<file path="src/rtl/blit_reg_if.sv">
// GPU register front end for the blitter address unit: decodes bus requests into load strobes and readback enables.
// Optional write-timeout in WAIT is enabled by defining BLIT_REG_TIMEOUT_EN.
module blit_reg_if #(
   parameter int ADDR_W  = 8,
   parameter int TIMEOUT = 1023
) (
   input  logic              sys_clk,
   input  logic              reset,
   input  logic [ADDR_W-1:0] req_addr,
   input  logic              req_wr,
   input  logic              req_rd,
   input  logic [31:0]       req_data,
   input  logic              blit_active,
   output logic              busy,
   output logic              ack,
   output logic              err,
   output logic [31:0]       wdata,
   output logic              a1baseld,
   output logic              a1flagld,
   output logic              a1winld,
   output logic              a1ptrld,
   output logic              a1stepld,
   output logic              a1stepfld,
   output logic              a1fracld,
   output logic              a1incld,
   output logic              a1incfld,
   output logic              a2baseld,
   output logic              a2flagld,
   output logic              a2winld,
   output logic              a2ptrld,
   output logic              a2stepld,
   output logic              load_strobe,
   output logic              a1posrd,
   output logic              a1posfrd,
   output logic              a2posrd
);

   localparam int IDX_W = ADDR_W - 2;

   typedef enum logic [2:0] {IDLE, WSTB, WAIT, RD1, RD2, NACK} state_t;

   state_t      state;
   logic [13:0] wr_dec;
   logic [2:0]  rd_dec;
   logic [13:0] wr_sel;
   logic [13:0] ld_q;
   logic [2:0]  rd_q;
   logic        load_q;
   logic        ack_q;
   logic        busy_q;
   logic [31:0] wdata_q;
   logic [IDX_W-1:0] word_idx;
   logic        unused_addr_lsbs;

   assign word_idx         = req_addr[ADDR_W-1:2];
   assign unused_addr_lsbs = &{1'b0, req_addr[1:0]};

   // Write offsets 0x00..0x34 map one-to-one onto the 14 load strobes; only three offsets are readable.
   always_comb begin
      wr_dec = '0;
      rd_dec = '0;
      if (word_idx < IDX_W'(14))
         wr_dec = 14'(1) << word_idx;
      if (word_idx == IDX_W'(3))
         rd_dec = 3'b001;
      else if (word_idx == IDX_W'(6))
         rd_dec = 3'b010;
      else if (word_idx == IDX_W'(12))
         rd_dec = 3'b100;
   end

`ifdef BLIT_REG_TIMEOUT_EN
   localparam int CNT_W = $clog2(TIMEOUT + 1);
   localparam logic [CNT_W-1:0] CNT_LIMIT = CNT_W'(TIMEOUT - 1);
   logic [CNT_W-1:0] wait_cnt;
   logic             err_q;
   assign err = err_q;
`else
   localparam int unused_timeout = TIMEOUT;
   assign err = 1'b0;
`endif

   // All outputs are registered and set on the transition into the state that owns them.
   always_ff @(posedge sys_clk) begin
      if (reset) begin
         state   <= IDLE;
         wr_sel  <= '0;
         ld_q    <= '0;
         rd_q    <= '0;
         load_q  <= 1'b0;
         ack_q   <= 1'b0;
         busy_q  <= 1'b0;
         wdata_q <= '0;
`ifdef BLIT_REG_TIMEOUT_EN
         wait_cnt <= '0;
         err_q    <= 1'b0;
`endif
      end else begin
         case (state)
            IDLE: begin
               if (req_wr) begin
                  busy_q <= 1'b1;
                  if (|wr_dec) begin
                     wr_sel  <= wr_dec;
                     wdata_q <= req_data;
                     if (blit_active) begin
                        state <= WAIT;
`ifdef BLIT_REG_TIMEOUT_EN
                        wait_cnt <= '0;
`endif
                     end else begin
                        state  <= WSTB;
                        ld_q   <= wr_dec;
                        load_q <= 1'b1;
                        ack_q  <= 1'b1;
                     end
                  end else begin
                     state <= NACK;
                     ack_q <= 1'b1;
                  end
               end else if (req_rd) begin
                  busy_q <= 1'b1;
                  if (|rd_dec) begin
                     state <= RD1;
                     rd_q  <= rd_dec;
                  end else begin
                     state <= NACK;
                     ack_q <= 1'b1;
                  end
               end
            end
            WAIT: begin
               if (!blit_active) begin
                  state  <= WSTB;
                  ld_q   <= wr_sel;
                  load_q <= 1'b1;
                  ack_q  <= 1'b1;
               end
`ifdef BLIT_REG_TIMEOUT_EN
               else if (wait_cnt == CNT_LIMIT) begin
                  state <= NACK;
                  ack_q <= 1'b1;
                  err_q <= 1'b1;
               end else begin
                  wait_cnt <= wait_cnt + 1'b1;
               end
`endif
            end
            RD1: begin
               state <= RD2;
               ack_q <= 1'b1;
            end
            default: begin
               // WSTB, RD2 and NACK all last one cycle and drop everything on the way back to IDLE.
               state  <= IDLE;
               ld_q   <= '0;
               rd_q   <= '0;
               load_q <= 1'b0;
               ack_q  <= 1'b0;
               busy_q <= 1'b0;
`ifdef BLIT_REG_TIMEOUT_EN
               err_q  <= 1'b0;
`endif
            end
         endcase
      end
   end

   assign busy        = busy_q;
   assign ack         = ack_q;
   assign wdata       = wdata_q;
   assign load_strobe = load_q;
   assign {a2stepld, a2ptrld, a2winld, a2flagld, a2baseld, a1incfld, a1incld,
           a1fracld, a1stepfld, a1stepld, a1ptrld, a1winld, a1flagld, a1baseld} = ld_q;
   assign {a2posrd, a1posfrd, a1posrd} = rd_q;

endmodule

</file>
<file path="config.mk">
export PLATFORM = sky130hd
export DESIGN_NAME = blit_reg_if
export DESIGN_NICKNAME = d
export VERILOG_FILES = /design/src/rtl/blit_reg_if.sv
export SDC_FILE = /design/constraint.sdc
export NUM_CORES = 1
export LEC_CHECK = 0
export ABC_AREA = 1
export CAP_MARGIN = 20
export CORE_MARGIN = 2
export CORE_UTILIZATION = 40
export DETAILED_ROUTE_END_ITERATION = 7
export DONT_BUFFER_PORTS = 1
export PLACE_DENSITY_LB_ADDON = 0.12
export REMOVE_ABC_BUFFERS = 1
export SLEW_MARGIN = 25
export SYNTH_ARGS = -nofsm -noshare
export SYNTH_HDL_FRONTEND = slang
export SYNTH_SLANG_ARGS = --single-unit
</file>
<file path="constraint.sdc">
create_clock -name sys_clk -period 2.2 [get_ports sys_clk]
set_input_delay 0.11 -clock sys_clk [delete_from_list [all_inputs] [get_ports sys_clk]]
set_output_delay 0.11 -clock sys_clk [all_outputs]
set_load 0.02 [all_outputs]
</file>
==> impl_metrics.py <==
metrics = {
    "run_status": {
        "status": "finished, final reports clean",
    },
    "cells_and_area": {
        "fill_cells": 728,
        "final_util": 0.494,
        "multi_input_area_mm2": 0.00138,
        "area_growth_pct": 18.3,
        "final_net_count": 495,
        "mostFrequentLayoutCells": "107 x nor2_1, 71 x nand2_1, 69 x dfxtp_1",
        "drive_above_1_share": 0.0923,
        "n_antenna_cell": 0,
        "regArea_mm2": 0.00138,
        "final_common_cell": "nor2_1",
    },
    "worst_setup_path": {
        "slowest_stage": "dlygate4sd3_1",
        "crit_chain": "nor2_2, nand2_4, nor2_4, buf_6, nand2_1, a21oi_1, dlygate4sd3_1",
        "setup.worst_path.class": "flop to flop",
        "required_ns": 2.49,
        "critPathArrivalTime_ns": 2.32,
        "critPathLaunchType": "flop",
        "endpoint_kind": "flop",
        "r2r_cells": 7,
        "crit_fanout": 24,
        "critical-path-max-stage-delay_ns": 0.56,
    },
    "detailed_routing": {
        "routedWlPerCell_um": 13.7,
        "dr.pass1.iters": 4,
        "drtIter0Drc": 114,
        "antenna_left": 0,
        "drc": 0,
        "avgViaCountPerCell": 4.91,
        "vias": 2721,
        "routed_wl_mm": 7.59,
    },
    "timing": {
        "finalSetupViolCount": 0,
        "tightest_slew_ns": 0.828,
        "rsz0062_at_grt": "no",
        "finalSetupTns_ns": 0,
        "hold_violations": 0,
        "finalClockSkew_ns": 0.0107,
        "final.min_clock_period_ns": 2.03,
        "slew_headroom": 0.446,
        "max_freq_mhz": 493,
        "slew_viol_final": 0,
        "min_period_over_period": 0.922,
    },
    "clock_tree": {
        "cts_buffer_depth": 2,
        "cts-root-buf": "clkbuf_8",
        "cts.sinks": 69,
        "postCtsSetupBuffers": 0,
        "cts_tree": "built",
        "clk_latency_ns": 0.35,
        "htree_num_levels": 3,
        "cts.reportedPaths.clkPinSlew_ns": 0.07,
        "cts_buffers": 9,
    },
    "logic_synthesis": {
        "async_flop_share": 0,
        "synth_area_per_cell_um2": 7.31,
        "ys_seq_area_frac": 0.451,
        "synth_area_leaders": "dfxtp_1 45%, nor2_1 13%, nand2_1 8.7%, o21ai_0 8.5%, inv_1 3.8%",
        "syn-instance-count": 419,
        "yosysWarnings": 0,
        "synth_edf_count": 0,
        "synth_flop_cell": "dfxtp_1",
        "synth.ff_latch_count": 69,
        "synth.cell_area_mm2": 0.00306,
        "synth_top_area_cell": "dfxtp_1",
        "synth_cell_types": 28,
        "synth_top_area_share": 0.451,
    },
    "global_routing": {
        "overflow": 0,
        "grt_pass1_vias": 2756,
        "grt_usage": 0.193,
        "grt_pass1_wl_mm": 13.0,
        "grt_max_degree": 38,
        "antenna_found_initial": 0,
    },
    "pwr": {
        "p_total_mw": 2.98,
        "peakVddDrop_mv": 0.438,
        "power_leakage_nw": 1.56,
        "powerDensity_mw_per_mm2": 824,
    },
    "place": {
        "io_buffers": 0,
        "dp_hpwl_mm": 4.59,
        "place.gp.congestion": 0.843,
    },
    "floorplan": {
        "ios": 98,
        "fp-row-count": 31,
        "die_area_mm2": 0.00837,
        "die_w_um": 91.5,
        "initial_core_util": 0.418,
        "core_area_mm2": 0.00733,
        "die_h_um": 91.5,
    },
    "hold_path": {
        "hold_path_depth": 3,
        "hold_class": "input pin to flop",
    },
    "job": {
        "drv_cap": 0,
    },
}
==> cell families (layout without fill, tap and decap cells) <==
kind of cell | Yosys count | in the layout | share of synthesized area
other | 1 | 1 | 0.00122
AND/OR/NAND/NOR | 213 | 213 | 0.300
flip-flops | 69 | 69 | 0.451
buffers and inverters | 58 | 94 | 0.101
AO/OA/AOI/OAI | 78 | 78 | 0.147
==> worst paths after layout <==
check | from | to | slack, ns
hold / removal | req_addr[3] | wr_sel[4] | 0.02
hold reg to reg | wr_sel[6] | wr_sel[6] | 0.45
setup / recovery | state[0] | wr_sel[0] | 0.17
setup reg to reg | state[0] | wr_sel[0] | 0.17
==> through the flow <==
step           instance area, µm²  hold slack (ns)  setup WS (ns)  instances
2_1_floorplan                2890            0.179          0.248        396
3_3_place_gp                 3040            0.183          0.553        499
3_5_place_dp                 3040            0.187          0.515        499
4_1_cts                      3610          0.00724         0.0592        554
5_1_grt                      3620           0.0288         0.0233        554
6_report                     3620           0.0182          0.171        554
==> worst max-delay path, delay by kind of cell (launching register included) <==
family / cells / cell delay [ns]
buffers and inverters: 2 / 0.79
and+or+nand+nor: 4 / 0.69
DFF: 1 / 0.36
AOI/OAI and AO/OA: 1 / 0.13
==> Yosys cell counts (2+ instances only) <==
library cell	instances
nand4_1	6
dfxtp_1	69
a31oi_1	3
nor2_4	3
o21ai_0	52
inv_2	3
buf_6	10
nand3_1	11
nand2_1	71
nand3_4	2
buf_4	3
nand2_2	3
a211oi_1	5
a211oi_2	5
nor3_1	6
clkbuf_1	6
buf_2	3
inv_1	31
nor2_1	107
a21oi_1	12
==> layer usage <==
layer / GRT usage / vias to the layer above / wire, µm
met3: 0.0797 / 10 / 676
met5: 0 / - / 0
met1: 0.231 / 1215 / 3320
met2: 0.322 / 96 / 3520
met4: 0.0429 / 0 / 71
li1: - / 1400 / -
==> where the power goes <==
part	internal, mW	switching [mW]
combinational	0.180	0.290
sequential	1.36	0.192
clock	0.447	0.510
==> cell type report <==
type	count	share of cell area
Sequential cell	69	0.381
Multi-Input combinational cell	292	0.380
Timing Repair Buffer	43	0.117
Clock buffer	10	0.0380
Inverter	35	0.0369
Tap cell	99	0.0342
Clock inverter	6	0.0128
==> registers in the layout (all words and copies together), names as in the netlist <==
| register | cells |
|---|---|
| busy | 1 |
| load_strobe | 1 |
| rd_q | 3 |
| ld_q | 14 |
| ack | 1 |
| wr_sel | 14 |
| state | 3 |
| wdata | 32 |
==> timing repair <==
action | 4_1_cts | 5_1_grt
hold endpoints to repair | 49 | 0
hold buffers | 39 | 0
gates resized for setup | 0 | 2
setup endpoints to repair | 0 | 1
Power figures use the tool's default switching activity.
